--- config.mk ---
export PLATFORM = sky130hd
export DESIGN_NAME = interrupt_controller
export DESIGN_NICKNAME = d
export VERILOG_FILES = /design/src/rtl/intc_pkg.sv /design/src/rtl/intc_prio_pick.sv /design/src/rtl/interrupt_controller.sv
export SDC_FILE = /design/constraint.sdc
export NUM_CORES = 1
export LEC_CHECK = 0
export ABC_AREA = 1
export BUFFER_PORTS_ARGS = -buffer_cell sky130_fd_sc_hd__buf_4
export CAP_MARGIN = 10
export CORE_UTILIZATION = 38
export CTS_CLUSTER_SIZE = 20
export DETAILED_ROUTE_END_ITERATION = 10
export MAX_ROUTING_LAYER = met4
export PLACE_DENSITY = 0.92
export SYNTH_ARGS = -nofsm -noshare
export SYNTH_HDL_FRONTEND = slang
export SYNTH_SLANG_ARGS = --single-unit
--- constraint.sdc ---
create_clock -name clk -period 2.7 [get_ports clk]
set_input_delay 0.54 -clock clk [delete_from_list [all_inputs] [get_ports clk]]
set_output_delay 0.54 -clock clk [all_outputs]
set_load 0.005 [all_outputs]
--- src/rtl/intc_pkg.sv ---
// Shared definitions for the memory-mapped interrupt controller:
// register offsets, FSM state encoding, the "nothing to claim" value and
// the id-width helper.
package intc_pkg;

  // Byte offsets of the four registers inside the 16-byte window.
  localparam logic [3:0] OFF_PENDING = 4'h0;
  localparam logic [3:0] OFF_MASK    = 4'h4;
  localparam logic [3:0] OFF_CLAIM   = 4'h8;
  localparam logic [3:0] OFF_EOI     = 4'hc;

  // Value returned by a CLAIM read that cannot hand out an interrupt.
  localparam logic [31:0] NO_CLAIM = 32'hffff_ffff;

  typedef enum logic [1:0] {
    INTC_IDLE       = 2'd0,
    INTC_ASSERT     = 2'd1,
    INTC_IN_SERVICE = 2'd2
  } intc_state_e;

  // Width of a source id. A single-source controller still needs one bit.
  function automatic int id_width(input int n);
    return (n > 1) ? $clog2(n) : 1;
  endfunction

endpackage

--- src/rtl/intc_prio_pick.sv ---
// Combinational priority picker: returns the first set request found when
// scanning upward from 'start', wrapping at NUM_SRC. Tying start to 0 gives
// plain fixed (lowest-index-first) priority.
module intc_prio_pick
  import intc_pkg::*;
#(
  parameter int NUM_SRC = 4,
  parameter int IW      = id_width(NUM_SRC)
) (
  input  logic [NUM_SRC-1:0] req,
  input  logic [IW-1:0]      start,
  output logic               valid,
  output logic [IW-1:0]      id
);

  int idx;

  // Scan all sources once, starting at 'start', and keep the first hit.
  // NOTE: every output of a combinational block gets a default before any
  // conditional assignment, so no path leaves it unassigned and no latch is
  // inferred.
  always_comb begin
    valid = 1'b0;
    id    = '0;
    idx   = 0;
    for (int k = 0; k < NUM_SRC; k++) begin
      idx = int'(start) + k;
      if (idx >= NUM_SRC) idx = idx - NUM_SRC;
      if (!valid && |(req & (NUM_SRC'(1) << idx))) begin
        valid = 1'b1;
        id    = IW'(idx);
      end
    end
  end

endmodule

--- src/rtl/interrupt_controller.sv ---
// Memory-mapped interrupt controller. Latches rising edges of up to 16
// device lines, masks them, and sequences claim / end-of-interrupt towards
// the single cp0 interrupt input.
// Optional build macro: INTC_ROUND_ROBIN_EN selects rotating priority
// (search starts after the last claimed id); without it priority is fixed,
// lowest index first.
module interrupt_controller
  import intc_pkg::*;
#(
  parameter int          NUM_SRC   = 4,
  parameter logic [31:0] BASE_ADDR = 32'hffff_0010
) (
  input  logic               clk,
  input  logic               reset,
  input  logic [NUM_SRC-1:0] src_irq,
  input  logic [31:0]        address,
  input  logic [31:0]        wr_data,
  input  logic               MemRead,
  input  logic               MemWrite,
  output logic [31:0]        rd_data,
  output logic               IntcAddress,
  output logic               IntcIrq
);

  localparam int IW = id_width(NUM_SRC);

  logic [NUM_SRC-1:0] pending, mask, prev_irq;
  logic [NUM_SRC-1:0] src_edge, masked, w1c, claim_clear;
  logic [IW-1:0]      active_id, start_idx, win_id;
  logic               win_valid;
  logic               rd_hit, wr_hit, claim_ok, eoi_wr;
  logic [1:0]         reg_sel;
  intc_state_e        state, state_next;

  // Address decode: one 16-byte window, word-granular register select.
  assign IntcAddress = (address[31:4] == BASE_ADDR[31:4]);
  assign reg_sel     = address[3:2];
  assign rd_hit      = MemRead  && IntcAddress;
  assign wr_hit      = MemWrite && IntcAddress;

  assign src_edge = src_irq & ~prev_irq;
  assign masked   = pending & mask;

  intc_prio_pick #(.NUM_SRC(NUM_SRC), .IW(IW)) u_pick (
    .req   (masked),
    .start (start_idx),
    .valid (win_valid),
    .id    (win_id)
  );

  // A claim only succeeds while the request is being presented and there is
  // still something masked-pending to hand out.
  assign claim_ok    = rd_hit && (reg_sel == OFF_CLAIM[3:2]) &&
                       (state == INTC_ASSERT) && win_valid;
  assign claim_clear = claim_ok ? (NUM_SRC'(1) << win_id) : '0;
  assign w1c         = (wr_hit && (reg_sel == OFF_PENDING[3:2])) ?
                       wr_data[NUM_SRC-1:0] : '0;
  assign eoi_wr      = wr_hit && (reg_sel == OFF_EOI[3:2]);

`ifdef INTC_ROUND_ROBIN_EN
  logic [IW-1:0] rr_ptr;

  // Next search start: one past the most recently claimed id, wrapping.
  always_ff @(posedge clk or negedge reset) begin
    if (!reset) begin
      rr_ptr <= '0;
    end else if (claim_ok) begin
      rr_ptr <= (win_id == IW'(NUM_SRC - 1)) ? '0 : win_id + 1'b1;
    end
  end

  assign start_idx = rr_ptr;
`else
  assign start_idx = '0;
`endif

  // Register file and edge detector. New edges win over W1C and claim
  // clears of the same bit, so no event is ever lost.
  // NOTE: state is updated with non-blocking assignments so every register
  // samples the pre-edge values regardless of statement order.
  always_ff @(posedge clk or negedge reset) begin
    if (!reset) begin
      pending   <= '0;
      mask      <= '0;
      prev_irq  <= '0;
      active_id <= '0;
      state     <= INTC_IDLE;
    end else begin
      prev_irq <= src_irq;
      pending  <= (pending & ~w1c & ~claim_clear) | src_edge;
      if (wr_hit && (reg_sel == OFF_MASK[3:2])) mask <= wr_data[NUM_SRC-1:0];
      if (claim_ok) active_id <= win_id;
      state <= state_next;
    end
  end

  // Claim sequencing: present, hand out on CLAIM, wait for EOI.
  always_comb begin
    state_next = state;
    unique case (state)
      INTC_IDLE:       if (|masked) state_next = INTC_ASSERT;
      INTC_ASSERT:     if (claim_ok)     state_next = INTC_IN_SERVICE;
                       else if (!(|masked)) state_next = INTC_IDLE;
      INTC_IN_SERVICE: if (eoi_wr)  state_next = INTC_IDLE;
      default:         state_next = INTC_IDLE;
    endcase
  end

  // Registered-state decode keeps src_irq off any combinational path to cp0.
  assign IntcIrq = (state == INTC_ASSERT);

  // Load data mux; reflects register contents before any same-cycle store.
  always_comb begin
    rd_data = '0;
    if (rd_hit) begin
      unique case (reg_sel)
        OFF_PENDING[3:2]: rd_data = 32'(pending);
        OFF_MASK[3:2]:    rd_data = 32'(mask);
        OFF_CLAIM[3:2]:   rd_data = claim_ok ? 32'(win_id) : NO_CLAIM;
        default:          rd_data = '0;
      endcase
    end
  end

  // Byte-lane bits, unused data bits and the service id are not consumed.
  logic unused;
  assign unused = ^{address[1:0], wr_data[31:NUM_SRC], active_id};

endmodule

Yosys cells after proc, flatten, opt, wreduce, memory -nomap -nowiden

Index checks and enable logic that the tools add are counted.

Eq/ne operators: 9
Shift operators: 1
Muxes and demuxes: 17
Bitwise operators: 8
Reductions and logical operators: 18

Operators with widths:

| cell                   | number |
|---|---|
| $pmux W32 S3           | 1 |
| $mux W32               | 2 |
| $eq A28 B28 Y1 const B | 1 |
| $and A4 B4 Y4          | 4 |
| $mux W2                | 6 |
| $not A4 Y4             | 3 |
| $logic_and A1 B1 Y1    | 11 |
| $mux W4                | 2 |
| $eq A2 B2 Y1 const B   | 3 |
| $pmux W2 S3            | 1 |
| $mux W1                | 5 |
| $eq A2 B1 Y1 const B   | 2 |
| $logic_not A2 Y1       | 2 |
| $ne A2 B2 Y1 const B   | 2 |
| $or A4 B4 Y4           | 1 |
| $reduce_or A4 Y1       | 1 |
| $shl A1 B2 Y4 const A  | 1 |
| $logic_not A1 Y1       | 3 |
| $ne A3 B3 Y1 const B   | 1 |
| $reduce_and A3 Y1      | 1 |

Bits in registers: 14
Input bits: 72
Output and inout port bits: 34
Word-level logic and storage cells: 57

Longest topological paths before layout

Depth in word-level cells: 16
Depth in mapped cells: 11
Depth with buffers taken out: 11

By module

A second synthesis with hierarchy kept.

Cell total of the unflattened synthesis: 241
Area total of the unflattened synthesis: 1530.2 um^2

By module, submodules not included:

| module               | times used | cells each | area each (um^2) | seq. area each (um^2) |
|---|---|---|---|---|
| interrupt_controller | 1          | 185        | 1243.7           | 350.3 |
| intc_prio_pick       | 1          | 56         | 286.5            | 0.0 |

Least setup slack after synthesis

OpenSTA, ideal clock, no wires.

Kind: input -> output
From: input port address[5]
To: output port rd_data[10]
Data arrival time: 1.793 ns
Data required time: 2.160 ns
Path slack: 0.367 ns
Stages on the path: 11
Buffers on the path: 1
Cell sequence: inv_1 -> nand2_1 -> nor2_1 -> nand2_1 -> nor2_2 -> nand3_2 -> nor2_4 -> nand2_4 -> nand3_1 -> inv_1 -> buf_4

Longest elaborated chain between the ends: 8

Ends and longest elaborated chain:

| what                              | line                        | source |
|---|---|---|
| start: declaration                | interrupt_controller.sv:16  | `input logic [31:0] address,` |
| $eq A28 B28 Y1 *                  | interrupt_controller.sv:36  | `assign IntcAddress = (address[31:4] == BASE_ADDR[31:4]);` |
| $logic_and A1 B1 Y1 *             | interrupt_controller.sv:38  | `assign rd_hit = MemRead && IntcAddress;` |
| $logic_and A1 B1 Y1 (2 in series) | interrupt_controller.sv:53  | `assign claim_ok = rd_hit && (reg_sel == OFF_CLAIM[3:2]) &&` |
| $logic_and A1 B1 Y1               | interrupt_controller.sv:54  | `(state == INTC_ASSERT) && win_valid;` |
| $mux W32                          | interrupt_controller.sv:119 | `OFF_CLAIM[3:2]: rd_data = claim_ok ? 32'(win_id) : NO_CLAIM;` |
| $pmux W32 S3                      | interrupt_controller.sv:116 | `unique case (reg_sel)` |
| $mux W32 *                        | interrupt_controller.sv:115 | `if (rd_hit) begin` |
| end: declaration                  | interrupt_controller.sv:20  | `output logic [31:0] rd_data,` |

Every way passes the cells marked *; elsewhere a longest branch is shown, timed or not.

Final worst setup path

From: input port address[5]
To: output port rd_data[20]

Same word-level chain as after synthesis.

==> summary.md <==
| Metric | Value |
|---|---|
| Outcome | `complete, no violations` |
| Maximum operating frequency | `401 MHz` |
| Fraction of power spent switching nets | `24.0%` |
| Overall power of the completed layout | `between 0.4 and 0.5 mW` |
| CTS clock-pin slew for the worst setup and hold paths | `~0.09 ns` |
| Sum of net half-perimeters after detailed placement | `around 2400 um` |
| Post-Route Hold Slack | `0.0789 ns` |
| Number of antenna-violating nets in the routed design | `0` |
| Die area | `3410 um2` |
| Area after detailed placement | `between 1500 and 2000 um2` |
| Post-layout min period | `2.49 ns` |
| TNS Setup | `0 ns` |
| Flip-flop and latch count after synthesis | `14` |
| Pwr dens | `~270 nW/um2` |
| # fillers | `306` |
| Internal | `0.342 mW` |
| Initial antenna violation count | `0` |
| Maximum number of pins on one net before global-route repair | `29` |
| DRC violations left | `0` |
| Post-synth EDFFs | `0` |
| Count of maximum capacitance violations | `0` |
| Post-DR wirelength/cell | `10.3 um` |
| Critical path type | `primary input to output pin` |
| Most crowded layer after global routing | `met2` |
| Synthesized-area fraction occupied by ao, oa, aoi and oai cells | `roughly 7.3%` |
| Critical Path Source | `address[5]` |
| Synthesized-area fraction occupied by and/or/nand/nor cells | `a little under two fifths` |
| Number of clock sinks seen by CTS | `14` |
| Met1 Track Usage GR | `19.2%` |
| Cells on worst reg2reg path | `9` |
| Most frequent standard cell in the layout excluding fill and tap cells | `buf_4` |
| Final design utilization | `55.9%` |
| Slew at the pin closest to its max-slew limit | `0.461 ns` |
| Post-synthesis adder-cell area fraction | `0%` |
| Max-slew violations | `0` |
| Vertical die dimension | `approximately 58 um` |
| Wire length of the first global-routing pass | `4630 um` |
| Multiplexer share of the synthesized area | `0%` |
| Setup slack of the most critical reg-to-reg path | `1.36 ns` |
| Clock latency of the later-clocked register in the worst-skew pair | `between 0.2 and 0.3 ns` |
| DRC marker count from the first detailed-route iteration | `28` |
| Number of buffers created by CTS | `3` |
| Area of the core region | `a little over 3000 um2` |
| Final non-filler cell area | `1690 um2` |
| Number of ports placed on the die boundary | `between 100 and 150` |
| Highest net fanout along the worst path | `14` |
| Post-CTS Setup Repair Bufs | `0` |
| Final non-filler cell total | `280` |
| Hold Fails Final Rpt | `0` |
| Fin worst setup slack | `0.207 ns` |
| Clock tree from TritonCTS | `built` |
| Reported leakage power | `0.949 nW` |
| Logic gate share of total power | `between 10% and 20%` |
| Relative contribution of the clock network to total power | `34.3%` |
| Final wirelength | `2890 um` |
| Pre-antenna DRT Iters | `4` |
| Start of the worst register-to-register path | `mask[1]` |
| RSZ-0062 raised after global routing | `false` |
| Kind of end point of the critical path | `output pin` |
| Arrival time of data at the critical path endpoint | `1.95 ns` |
| Final setup viols | `0` |
| Vias per inst | `4.50` |
| Combinational family with the most area after synthesis | `simple AND/OR/NAND/NOR gates` |
| Post-Synth XOR/XNOR Area | `0%` |
| Met3 track demand over resource | `4.18%` |
| Setup Skew | `0.00287 ns` |
| Leading post-synthesis cells by cell area | `dfrtp_1 (29%), buf_4 (17%), nand2_1 (14%)` |
| Critical Path Source Type | `primary input` |
| Instance count of the mapped netlist | `181` |
| Commonest non-fill, non-tap cells in the layout | `buf_4 (77), nand2_1 (45), inv_1 (25)` |
| Worst slew margin relative to its limit | `between 60% and 70%` |
| Synth Net Count | `253` |
| Crit path capture | `rd_data[20]` |
| Seq pwr share | `a little under half` |
| Number of rows created at floorplan | `20` |
| Async set-or-reset flop fraction in the synthesized netlist | `100%` |
| Synthesis-to-finish area growth | `40.0%` |
| Pre-CTS setup slack | `0.0665 ns` |
| Die Wd | `between 50 and 60 um` |
| Hold Path Class | `primary input to async pin` |
| Initial core utilization | `about two fifths` |
| Proportion of netlist area held by the largest area contributor | `29.0%` |
| Synthesized area per cell | `6.68 um2` |
| Vias post-DR | `about 1300` |
| Buffer depth of the longest clock path | `2` |
| Number of warnings printed during yosys synthesis | `0` |
| Reg-to-reg critical path endpoint | `pending[2]` |
| Sequential element share of the synthesized area | `29.0%` |
| H-tree levels | `1` |
| Multi-input gate area in the final layout | `544 um2` |
| GRT Overall Usage | `18.7%` |
| Final #Nets | `approximately 300` |
| Data required, critical path | `2.16 ns` |
| Final estimated routing congestion in global placement | `0.864` |
| Global Route met2 Usage | `33.8%` |
| Fraction of final layout cells sized beyond drive strength 1 | `42.8%` |
| Number of I/O port buffers | `75` |
| Yosys top cell by area | `dfrtp_1` |
| Number of global-route vias before repair | `1116` |
| Placed cells | `between 200 and 300` |
| Period utilization | `approximately 92%` |
| Net switching power | `0.108 mW` |
| Primary FF master, synth | `dfrtp_1` |
| Distinct cell type count after synthesis | `23` |
| Grt ovf | `0` |
| VDD IR-drop max | `0.254 mV` |
| Root Driver | `clkbuf_4` |
| Count of inserted antenna diode cells | `0` |
| Reg area | `350 um2` |
| Synthesized cell area | `1210 um2` |
## metal layers
layer | routed length (um) | vias to the layer above
li1 | - | 649
met1 | 1120 | 554
met2 | 1530 | 50
met3 | 179 | 7
met4 | 57 | 0
met5 | 0 | -
## power groups by stage
stage | Combinational (mW) | Sequential [mW] | Clock (mW)
after CTS | 0.0834 | 0.213 | 0.165
after floorplan | 0.0248 | 0.217 | 0
after detailed placement | 0.0832 | 0.217 | 0
final | 0.0824 | 0.213 | 0.154
after global routing | 0.0919 | 0.213 | 0.169
after global placement | 0.0810 | 0.217 | 0
## worst min-delay path by stage
| stage | from | endpoint | slack (ns) | cells past startpoint |
|---|---|---|---|---|
| floorplan | reset | mask[0] | 0.24 | 0 |
| global placement | reset | prev_irq[1] | 0.40 | 1 |
| detailed placement | reset | prev_irq[1] | 0.40 | 1 |
| CTS | reset | mask[0] | 0.08 | 1 |
| global route | reset | mask[2] | 0.08 | 1 |
| finish | reset | prev_irq[1] | 0.08 | 1 |
## synth_stat cells (all sizes together), types with 2 or more instances
cell,instances
buf,28
nor2,25
dfrtp,14
nand2,48
nand3,16
inv,29
nand4,4
o21ai,5
a22o,2
a21oi,5
## registers in the layout, indices dropped and copies added, names as in the netlist
signal,count
prev_irq,4
state,2
mask,4
pending,4
## area by class of cell
type                       instances  share of cell area, %
clock buffer                       4                   2.14
inverter                          29                   6.66
multi-input combinational        110                   32.2
sequential                        14                   20.7
tap                               44                   3.25
timing repair buffer              77                   34.2
timing repair inverter             2                  0.888
## critical path, stage by stage
cell and delay [ns]:
buf_4 0.11, inv_1 0.07, nand2_1 0.06, nor2_1 0.08, nand2_1 0.08, nor2_2 0.12, nand3_2 0.12, nor2_4 0.13
nand2_4 0.06, nand3_2 0.15, clkinvlp_4 0.25, buf_4 0.20
## timing repair
item,in CTS,in global routing
endpoints found under the hold margin,0,0
endpoints found under the setup margin,0,28
gates resized for setup,0,4
hold buffers,0,0
## cell families (layout without fill, tap and decap cells)
| group | count (synthesis) | in the layout |
|---|---|---|
| buffers and inverters | 57 | 112 |
| AND/OR/NAND/NOR | 96 | 96 |
| AO/OA/AOI/OAI | 14 | 14 |
| flip-flops | 14 | 14 |
(Power assumes the default switching activity.)
